### src/rtl/mem_ctrl_pkg.sv
// Shared types and helpers for the memory-port sequencer.
package mem_ctrl_pkg;

    // Upper bound on the number of cores any sequencer instance can serve.
    localparam int MAX_CORES = 16;

    // Sequencer FSM states.
    typedef enum logic [1:0] {
        IDLE  = 2'd0,
        SLOT  = 2'd1,
        DRAIN = 2'd2
    } state_e;

    // Operation latched at acceptance.
    localparam logic OP_RD = 1'b0;
    localparam logic OP_WR = 1'b1;

    // Effective core count: 0 means one core, anything above the instance size saturates.
    function automatic int unsigned clamp_noc(input int unsigned noc, input int unsigned num_cores);
        if (noc == 0) begin
            return 1;
        end else if (noc > num_cores) begin
            return num_cores;
        end else begin
            return noc;
        end
    endfunction

    // Capture-strobe mask with the low num_cores bits set (shared-read broadcast).
    function automatic logic [MAX_CORES-1:0] strobe_all_mask(input int unsigned num_cores);
        logic [MAX_CORES-1:0] mask;
        mask = '0;
        for (int i = 0; i < MAX_CORES; i++) begin
            if (i < num_cores) begin
                mask[i] = 1'b1;
            end
        end
        return mask;
    endfunction

endpackage

### src/rtl/mem_access_sequencer_slot_timer.sv
// Loadable down-counter that marks the last cycle of a core slot.
module slot_timer #(
    parameter int CNT_W = 1
) (
    input  logic             clk,
    input  logic             rst,
    input  logic             load,
    input  logic [CNT_W-1:0] load_val,
    output logic             slot_end
);

    logic [CNT_W-1:0] cnt_q;
    logic [CNT_W-1:0] cnt_d;

    // Reload on slot start, otherwise count down and hold at zero.
    always_comb begin
        cnt_d = cnt_q;
        if (load) begin
            cnt_d = load_val;
        end else if (cnt_q != '0) begin
            cnt_d = cnt_q - 1'b1;
        end
    end

    // Counter register with synchronous reset.
    always_ff @(posedge clk) begin
        if (rst) begin
            cnt_q <= '0;
        end else begin
            cnt_q <= cnt_d;
        end
    end

    // The slot's final cycle is the one where the count has reached zero.
    assign slot_end = (cnt_q == '0);

endmodule

### src/rtl/mem_access_sequencer.sv
// Time-multiplexes one shared memory port across the compute cores: drives the
// address / write-data mux selects and the per-core read-data capture strobes.
module mem_access_sequencer
    import mem_ctrl_pkg::*;
#(
    parameter int NUM_CORES   = 4,
    parameter int SEL_W       = (NUM_CORES > 1) ? $clog2(NUM_CORES) : 1,
    parameter int NOC_W       = 3,
    parameter int WAIT_CYCLES = 0
) (
    input  logic                 clk,
    input  logic                 rst,
    input  logic [1:0]           read,
    input  logic [1:0]           write,
    input  logic [NOC_W-1:0]     noc,
    output logic [SEL_W-1:0]     mux_address_sig,
    output logic [SEL_W-1:0]     mux_data_in_sig,
    output logic [NUM_CORES-1:0] mux_data_out_sig,
    output logic                 busy,
    output logic                 done
);

    localparam int TIMER_W = (WAIT_CYCLES > 0) ? $clog2(WAIT_CYCLES + 1) : 1;
    localparam logic [MAX_CORES-1:0] STROBE_ALL = strobe_all_mask(NUM_CORES);

    // Control state.
    state_e               state_q, state_d;
    logic [SEL_W-1:0]     core_q, core_d;
    logic [SEL_W-1:0]     last_q, last_d;
    logic                 op_q, op_d;
    logic                 mode_q, mode_d;

    // Registered outputs.
    logic [SEL_W-1:0]     sel_q, sel_d;
    logic [NUM_CORES-1:0] strobe_q, strobe_d;
    logic                 busy_q, busy_d;
    logic                 done_q, done_d;

    // Slot timer interface.
    logic                 timer_load;
    logic                 slot_end;
    logic                 slot_done;

    slot_timer #(
        .CNT_W (TIMER_W)
    ) u_slot_timer (
        .clk      (clk),
        .rst      (rst),
        .load     (timer_load),
        .load_val (TIMER_W'(WAIT_CYCLES)),
        .slot_end (slot_end)
    );

    assign slot_done = (state_q == SLOT) && slot_end;

    // State and output registers; reset aborts any operation without a done pulse.
    always_ff @(posedge clk) begin
        if (rst) begin
            state_q  <= IDLE;
            core_q   <= '0;
            last_q   <= '0;
            op_q     <= OP_RD;
            mode_q   <= 1'b0;
            sel_q    <= '0;
            strobe_q <= '0;
            busy_q   <= 1'b0;
            done_q   <= 1'b0;
        end else begin
            state_q  <= state_d;
            core_q   <= core_d;
            last_q   <= last_d;
            op_q     <= op_d;
            mode_q   <= mode_d;
            sel_q    <= sel_d;
            strobe_q <= strobe_d;
            busy_q   <= busy_d;
            done_q   <= done_d;
        end
    end

    // Next-state: accept in IDLE (write beats read), walk the slots, one drain cycle.
    always_comb begin
        state_d    = state_q;
        core_d     = core_q;
        last_d     = last_q;
        op_d       = op_q;
        mode_d     = mode_q;
        timer_load = 1'b0;
        unique case (state_q)
            IDLE: begin
                if (write[0] || read[0]) begin
                    op_d       = write[0] ? OP_WR : OP_RD;
                    mode_d     = write[0] ? write[1] : read[1];
                    // Shared-address operations touch memory once, so they get a single slot.
                    last_d     = mode_d ? SEL_W'(clamp_noc(32'(noc), NUM_CORES) - 1) : '0;
                    core_d     = '0;
                    timer_load = 1'b1;
                    state_d    = SLOT;
                end
            end
            SLOT: begin
                if (slot_end) begin
                    if (core_q == last_q) begin
                        state_d = DRAIN;
                    end else begin
                        core_d     = SEL_W'(core_q + 1'b1);
                        timer_load = 1'b1;
                    end
                end
            end
            DRAIN: begin
                state_d = IDLE;
            end
            default: begin
                state_d = IDLE;
            end
        endcase
    end

    // Output values for the next cycle, derived from where the FSM is heading.
    always_comb begin
        sel_d    = (state_d == SLOT) ? core_d : '0;
        busy_d   = (state_d != IDLE);
        done_d   = (state_d == DRAIN);
        strobe_d = '0;
        // Read data for core k is valid the cycle after its slot ends.
        if (slot_done && (op_q == OP_RD)) begin
            if (mode_q) begin
                strobe_d = NUM_CORES'(1) << core_q;
            end else begin
                strobe_d = STROBE_ALL[NUM_CORES-1:0];
            end
        end
    end

    assign mux_address_sig  = sel_q;
    assign mux_data_in_sig  = sel_q;
    assign mux_data_out_sig = strobe_q;
    assign busy             = busy_q;
    assign done             = done_q;

endmodule

### config.mk
export PLATFORM = sky130hd
export DESIGN_NAME = mem_access_sequencer
export DESIGN_NICKNAME = d
export VERILOG_FILES = /design/src/rtl/mem_ctrl_pkg.sv /design/src/rtl/mem_access_sequencer_slot_timer.sv /design/src/rtl/mem_access_sequencer.sv
export SDC_FILE = /design/constraint.sdc
export NUM_CORES = 1
export LEC_CHECK = 0
export ABC_AREA = 0
export BUFFER_PORTS_ARGS = -buffer_cell sky130_fd_sc_hd__buf_4
export CAP_MARGIN = 40
export CORE_UTILIZATION = 40
export DETAILED_ROUTE_END_ITERATION = 16
export PLACE_DENSITY = 0.77
export SLEW_MARGIN = 20
export SYNTH_ARGS = -nofsm -noshare
export SYNTH_HDL_FRONTEND = slang
export SYNTH_SLANG_ARGS = --single-unit
export TNS_END_PERCENT = 30
### constraint.sdc
create_clock -name clk -period 1.1 [get_ports clk]
set_input_delay 0.22 -clock clk [delete_from_list [all_inputs] [get_ports clk]]
set_output_delay 0.22 -clock clk [all_outputs]
set_load 0.05 [all_outputs]
==> results of run 1 <==
-- area by class of cell --
type                            count  share of cell area [%]
Multi-Input combinational cell     48                   36.09
Clock buffer                        4                   2.445
Sequential cell                    17                   32.36
Tap cell                           16                   1.863
Timing Repair Buffer               35                   24.45
Inverter                            8                   2.794
-- worst max-delay path by stage --
stage / from / to / cells past startpoint
6_report: u_slot_timer.cnt_q / mux_data_out_sig[0] / 4
5_1_grt: u_slot_timer.cnt_q / mux_data_out_sig[3] / 4
4_1_cts: u_slot_timer.cnt_q / mux_data_out_sig[2] / 4
2_1_floorplan: u_slot_timer.cnt_q / mux_data_out_sig[0] / 4
3_5_place_dp: state_q[0] / core_q[0] / 3
3_3_place_gp: state_q[0] / op_q / 6
-- flip-flops by register name (all words and copies together) (netlist names) --
| register | count |
|---|---|
| op_q | 1 |
| mode_q | 1 |
| state_q | 2 |
| u_slot_timer.cnt_q | 1 |
| mux_address_sig | 2 |
| mux_data_out_sig | 4 |
| busy | 1 |
| last_q | 2 |
| done | 1 |
| core_q | 2 |
-- repair_timing --
item | 4_1_cts | 5_1_grt
pin swaps | 5 | 1
setup endpoints to repair | 13 | 15
resized for setup | 13 | 7
buffers inserted | 1 | 1
-- worst max-delay path: cells and delay by family, from the launching register on --
kind / cells / cell delay (ps)
simple gates: 3 / 730
compound gates: 1 / 120
flops: 1 / 340
-- where the power goes --
part	switching (mW)	leakage, nW	internal (mW)
logic	0.145	0.361	0.132
clock network	0.178	0.0150	0.141
registers	0.0254	0.141	0.646
total	0.348	0.516	0.919
-- cell usage in the layout, fill, tap and decap left out, types with 2 or more instances in the layout --
cell type / count
nor3_2: 5
nand2_1: 4
a21oi_1: 4
dfxtp_1: 13
a21oi_2: 2
dfxtp_2: 3
clkbuf_4: 3
a22oi_1: 2
nor2_1: 5
mux2i_1: 2
inv_1: 8
buf_4: 35
ha_1: 4
-- stage by stage --
step | power, mW | setup slack, ps | util [%]
2_1_floorplan | 0.8123 | -69.94 | -
3_3_place_gp | 0.9173 | -94.67 | 60.87
3_5_place_dp | 0.9238 | -163.3 | 60.87
4_1_cts | 1.259 | -145.8 | 65.87
5_1_grt | 1.331 | -193.7 | 68.17
6_report | 1.267 | -148.5 | 68.17
-- routing by layer --
| metal | vias to the layer above | global-route usage [%] |
|---|---|---|
| met2 | 21 | 27.46 |
| met1 | 279 | 19.02 |
| met3 | 2 | 7.500 |
| met4 | 0 | 5.455 |
| met5 | - | 0 |
| li1 | 318 | - |
-- kinds of logic (layout without fill, tap and decap cells) --
| group | Yosys count | in the layout | synth area share [%] |
|---|---|---|---|
| muxes | 3 | 3 | 4.440 |
| other | 1 | 1 | 0.5323 |
| AOI/OAI and AO/OA | 14 | 14 | 11.90 |
| DFF | 17 | 17 | 48.31 |
| buffers and inverters | 11 | 47 | 6.926 |
| xor gates and xnor gates | 2 | 2 | 3.553 |
| adders and majority gates | 4 | 4 | 7.105 |
| and+or+nand+nor | 24 | 24 | 17.23 |
==> results.tsv, run 1 <==
stage	metric	value	unit
clocking	clock-pin slew on the worst setup and hold paths	90	ps
global_route	vias in the first global route	541	
timing	Final TNS setup	-992.7	ps
power_and_ir_drop	PwrDens	1179	nW/µm²
outcome	status	complete, but fails checks	
worst_setup_path	CP max-delay cell	or3_4	
clocking	cts hold-fix bufs	0	
layout	n_diodes	0	
place	Post-Place Cell Area	959.7	µm²
synth	Distinct cells, synth	26	
synth	Syn. warnings	0	
layout	Final Non-Filler Cells	128	
run	max-cap viol count	0	
floorplanning	Die Height	43.97	µm
synth	Post-synth EDFFs	0	
timing	Tmin final	1248	ps
min_path	WHS Endpoint	done	
worst_setup_path	worst r2r src	u_slot_timer.cnt_q	
synth	fraction of registers with async set/reset	0	%
worst_setup_path	Startpoint Class	flop	
synth	syn avg cell area	9.269	µm²
worst_setup_path	R2R Setup Slk	-150	ps
worst_setup_path	CP peak stage delay	370	ps
place	Inst Count DP	122	
place	routability congestion estimate	0.7555	
place	PortBufs	18	
timing	Max Transition Viols Final	0	
detailed_routing	top layer in use	met4	
synth	cells after synthesis	76	
clocking	TritonCTS buffer count	3	
detailed_routing	DR vias	620	
worst_setup_path	crit path max fanout	4	
layout	post-layout net count	126	
power_and_ir_drop	largest vdd supply drop	850.4	µV
synth	most numerous cell in the Yosys netlist	dfxtp_1	
min_path	Hold Crit Class	in -> reg	
clocking	root cell of the clock tree	clkbuf_4	
layout	post-route cell area	1075	µm²
floorplanning	Rows	14	
detailed_routing	Initial DRC Count	11	
min_path	hold wc startpoint	rst	
synth	synthesized area	704.4	µm²
synth	part of the Yosys area used for sequential elements	48.31	%
clocking	Sink Count	17	
layout	fraction of layout cells with a size suffix above 1	52.68	%
timing	Clock Skews	6.402	ps
detailed_routing	DRC errors left	0	
timing	Final Cycle Share	113.5	%
synth	largest cells by area after synthesis	dfxtp_1 48%, ha_1 7.1%, a21oi_1 4.3%	
worst_setup_path	reg2reg end	mux_data_out_sig[0]	
worst_setup_path	critical-path cell list	nand2b_4 > or2_1 > or3_4 > a21oi_1	
global_route	global-route usage over all layers	16.58	%
layout	Multi-input gate area	387.9	µm²
layout	fillers	130	
detailed_routing	final WL	1409	µm
detailed_routing	total length of routed met2 wires	646	µm
synth	cell taking the most area after synthesis	dfxtp_1	
detailed_routing	met3 WL post-DR	94	µm
global_route	GRT overflow	0	
detailed_routing	M1 wire length	656	µm
clocking	H-Tree Depth	1	
clocking	CTS tree	done	
detailed_routing	Avg Vias per Cell	4.844	
global_route	antenna violations before repair	0	
timing	Max Freq	0.8010	GHz
layout	register area	347.8	µm²
timing	Setup violations, final	11	
floorplanning	DIE WIDTH	43.97	µm
floorplanning	die outline area	1933	µm²
floorplanning	num ports	19	
timing	unrepaired setup endpoints after global routing	yes	
worst_setup_path	Worst setup EP type	flop	
detailed_routing	wire per inst	11.01	µm
clocking	Worst-Skew Late Latency	290	ps
global_route	largest net degree at the start of global routing	10	
detailed_routing	drt pass-1 iters	5	
global_route	first-pass GRT wire length	2235	µm
worst_setup_path	Crit path arrival time	1470	ps
clocking	CTS max path bufs	2	
timing	Hold Fails Final Rpt	0	
worst_setup_path	reg2reg path depth	4	
power_and_ir_drop	Pleak	0.5164	nW
detailed_routing	Post-DRT Antenna Nets	0	
synth	commonest cells in the synthesized netlist	17 x dfxtp_1, 8 x inv_1, 6 x a21oi_1, 6 x nor2_1, 6 x nor3_1	
timing	min setup slack post-route	-148.5	ps
place	HPWL after DPL	1092	µm
synth	ys flop type	dfxtp_1	
worst_setup_path	critical path type	reg -> reg	
synth	area fraction of the dominant cell type after synthesis	48.31	%
outcome	failing checks	setup timing	
min_path	WHS Path Cells	2	
synth	syn nets	89	
timing	hold_ws	142.0	ps
floorplanning	core area	1577	µm²
worst_setup_path	CP Data Required Time	1320	ps
synth	number of synthesized register bits	17	
floorplanning	Initial Utilization	44.68	%
layout	P&R area growth vs syn	52.58	%
(Power assumes the default switching activity.)
==> run 2, diff against run 1 <==
--- a/config.mk
+++ b/config.mk
@@ -6,7 +6,7 @@
 export NUM_CORES = 1
 export LEC_CHECK = 0
 export ABC_AREA = 0
-export BUFFER_PORTS_ARGS = -buffer_cell sky130_fd_sc_hd__buf_4
+export BUFFER_PORTS_ARGS = -buffer_cell sky130_fd_sc_hd__buf_2
 export CAP_MARGIN = 40
 export CORE_UTILIZATION = 40
 export DETAILED_ROUTE_END_ITERATION = 16
==> results.tsv, run 2 (synthesis results as in run 1) <==
stage	metric	value	unit	change
global_route	global-route usage over all layers	16.78	%	+0.20 points
power_and_ir_drop	Pleak	0.4892	nW	-5.3%
power_and_ir_drop	Gate power share	20.6	%	-1.2 points
layout	P&R area growth vs syn	45.83	%	
worst_setup_path	reg2reg path depth	5		+1
timing	Setup violations, final	11		unchanged
clocking	Worst-Skew Late Latency	290	ps	about the same
layout	Core Util, Final	65.16	%	-3.0 points
clocking	Sink Count	17		unchanged
floorplanning	Die Height	43.97	µm	unchanged
worst_setup_path	crit path max fanout	3		-1
timing	unrepaired setup endpoints after global routing	yes		
worst_setup_path	CP peak stage delay	370	ps	about the same
worst_setup_path	CP Data Required Time	1330	ps	about the same
clocking	H-Tree Depth	1		unchanged
clocking	root cell of the clock tree	clkbuf_4		
timing	Max Freq	0.7928	GHz	-1.0%
layout	post-layout net count	124		-1.6%
floorplanning	Rows	14		unchanged
global_route	GRT overflow	0		unchanged
clocking	CTS tree	done		
power_and_ir_drop	switching share of power	28.48	%	+0.98 points
detailed_routing	DRC errors left	0		unchanged
layout	Multi-input gate area	375.4	µm²	-3.2%
layout	most common cell after layout, fill and taps aside	buf_4		
place	HPWL after DPL	1070	µm	-2.1%
min_path	Hold Crit Class	in -> reg		
timing	min setup slack post-route	-161.3	ps	-12.85 ps
worst_setup_path	critical-path cell list	buf_4 > nor3_1 > nor3_1 > o21ai_2 > nor3_1		
outcome	failing checks	setup timing		
worst_setup_path	Critical Path Most Common Cell	nor3_1		
layout	most frequent cells in the layout	20 x buf_4, 12 x dfxtp_1, 8 x inv_1, 8 x clkbuf_4, 8 x buf_2		
clocking	clock-pin slew on the worst setup and hold paths	90	ps	about the same
worst_setup_path	Worst path top cell family by delay	simple AND/OR/NAND/NOR gates		
layout	register area	346.6	µm²	-0.36%
clocking	cts hold-fix bufs	0		unchanged
power_and_ir_drop	Flop pwr share	53.4	%	+0.4 points
layout	post-route cell area	1027	µm²	-4.4%
worst_setup_path	Startpoint Class	flop		
power_and_ir_drop	largest vdd supply drop	588.1	µV	-31%
power_and_ir_drop	Clock power frac	25.9	%	+0.7 points
detailed_routing	drt pass-1 iters	6		+1
clocking	CTS max path bufs	2		unchanged
worst_setup_path	critical path type	reg -> reg		
global_route	antenna violations before repair	0		unchanged
layout	n_diodes	0		unchanged
place	Post-Place Setup Slack	-119.0	ps	+44.30 ps
worst_setup_path	CP max-delay cell	dfxtp_2		
worst_setup_path	worst r2r src	state_q[0]		
timing	Hold Fails Final Rpt	0		unchanged
detailed_routing	Post-DRT Antenna Nets	0		unchanged
floorplanning	DIE WIDTH	43.97	µm	unchanged
worst_setup_path	worst setup path end	mux_address_sig[0]		
worst_setup_path	Crit path buffers/inverters	1		+1
layout	fillers	136		+4.6%
floorplanning	Initial Utilization	44.68	%	unchanged
global_route	vias in the first global route	572		+5.7%
global_route	largest net degree at the start of global routing	11		+1
power_and_ir_drop	P_sw	359.9	µW	+3.4%
timing	Clock Skews	3.335	ps	-3.067 ps
worst_setup_path	reg2reg end	mux_address_sig[0]		
layout	fraction of layout cells with a size suffix above 1	52.73	%	about the same
outcome	status	complete, but fails checks		
power_and_ir_drop	Final Total Pwr	1.264	mW	-0.22%
power_and_ir_drop	PwrDens	1231	nW/µm²	+4.4%
clocking	TritonCTS buffer count	3		unchanged
timing	Final TNS setup	-1076	ps	-83.20 ps
timing	Final Cycle Share	114.7	%	+1.2 points
floorplanning	die outline area	1933	µm²	unchanged
detailed_routing	Initial DRC Count	7		-4
power_and_ir_drop	internal cell power	904.1	µW	-1.6%
run	max-cap viol count	0		unchanged
worst_setup_path	Crit path arrival time	1490	ps	+20 ps
global_route	first-pass GRT wire length	2214	µm	-0.94%
worst_setup_path	WP depth	5		+1
floorplanning	num ports	19		unchanged
timing	Tmin final	1261	ps	+12.85 ps
timing	Max Transition Viols Final	0		unchanged
worst_setup_path	R2R Setup Slk	-160	ps	about the same
detailed_routing	wire per inst	11.79	µm	+7.1%
detailed_routing	DR vias	639		+3.1%
place	Post-Place Cell Area	899.6	µm²	-6.3%
detailed_routing	final WL	1485	µm	+5.4%
layout	max reg flops	4		unchanged
detailed_routing	Avg Vias per Cell	5.071		+4.7%
worst_setup_path	origin of the worst setup path	state_q[0]		
place	PortBufs	18		unchanged
place	routability congestion estimate	0.7431		-1.6%
floorplanning	core area	1577	µm²	unchanged
worst_setup_path	Worst setup EP type	flop		
==> run 2: changes by cell type in the layout (fill, tap and decap cells not counted), moves of 2 or more <==
cell	before	now
buf_4	35	20
a21oi_1	4	2
clkbuf_4	3	8
dfxtp_2	3	5
a21oi_2	2	4
nor3_2	5	2
nor3_1	1	4
buf_2	0	8
==> run 2: worst min-delay path by stage <==
stage                         from  endpoint  depth (start not counted)
after floorplan           write[0]      op_q                          2
after global placement         rst      done                          2
after detailed placement       rst      done                          2
after CTS                      rst      done                          2
after global routing           rst      done                          2
final                          rst      done                          2
==> run 2: layout make-up <==
class                           count  share of cell area [%]
Multi-Input combinational cell     48                   36.54
Clock inverter                      1                  0.4872
Inverter                            8                   2.923
Sequential cell                    17                   33.74
Timing Repair Buffer               33                   22.17
Tap cell                           16                   1.949
Clock buffer                        3                   2.192
==> run 2: power by group through the flow <==
stage	registers [mW]	logic [mW]	clock network, mW
2_1_floorplan	0.719	0.0935	0
3_5_place_dp	0.679	0.223	0
4_1_cts	0.667	0.235	0.345
5_1_grt	0.679	0.280	0.376
3_3_place_gp	0.678	0.217	0
6_report	0.676	0.261	0.328
==> run 2: through the flow <==
step / hold slack, ps / instances
2_1_floorplan: 380.5 / 76
3_3_place_gp: 459.4 / 120
3_5_place_dp: 462.5 / 120
4_1_cts: 138.3 / 125
5_1_grt: 156.6 / 126
6_report: 170.0 / 126
==> run 2: what timing repair did <==
item / 4_1_cts / 5_1_grt
endpoints found under the setup margin: 17 / 22
pin swaps: 2 / 1
gates resized for setup: 11 / 18
setup buffers: 1 / 1
==> run 2: per-layer routing <==
metal / routed length, µm / part of all wire [%] / GRT usage [%] / up-vias
met5: 0 / 0 / 0 / -
met4: 39 / 2.6 / 10.91 / 0
met3: 62 / 4.2 / 5.000 / 5
met2: 749 / 50 / 28.96 / 21
met1: 634 / 43 / 17.57 / 298
li1: - / - / - / 315
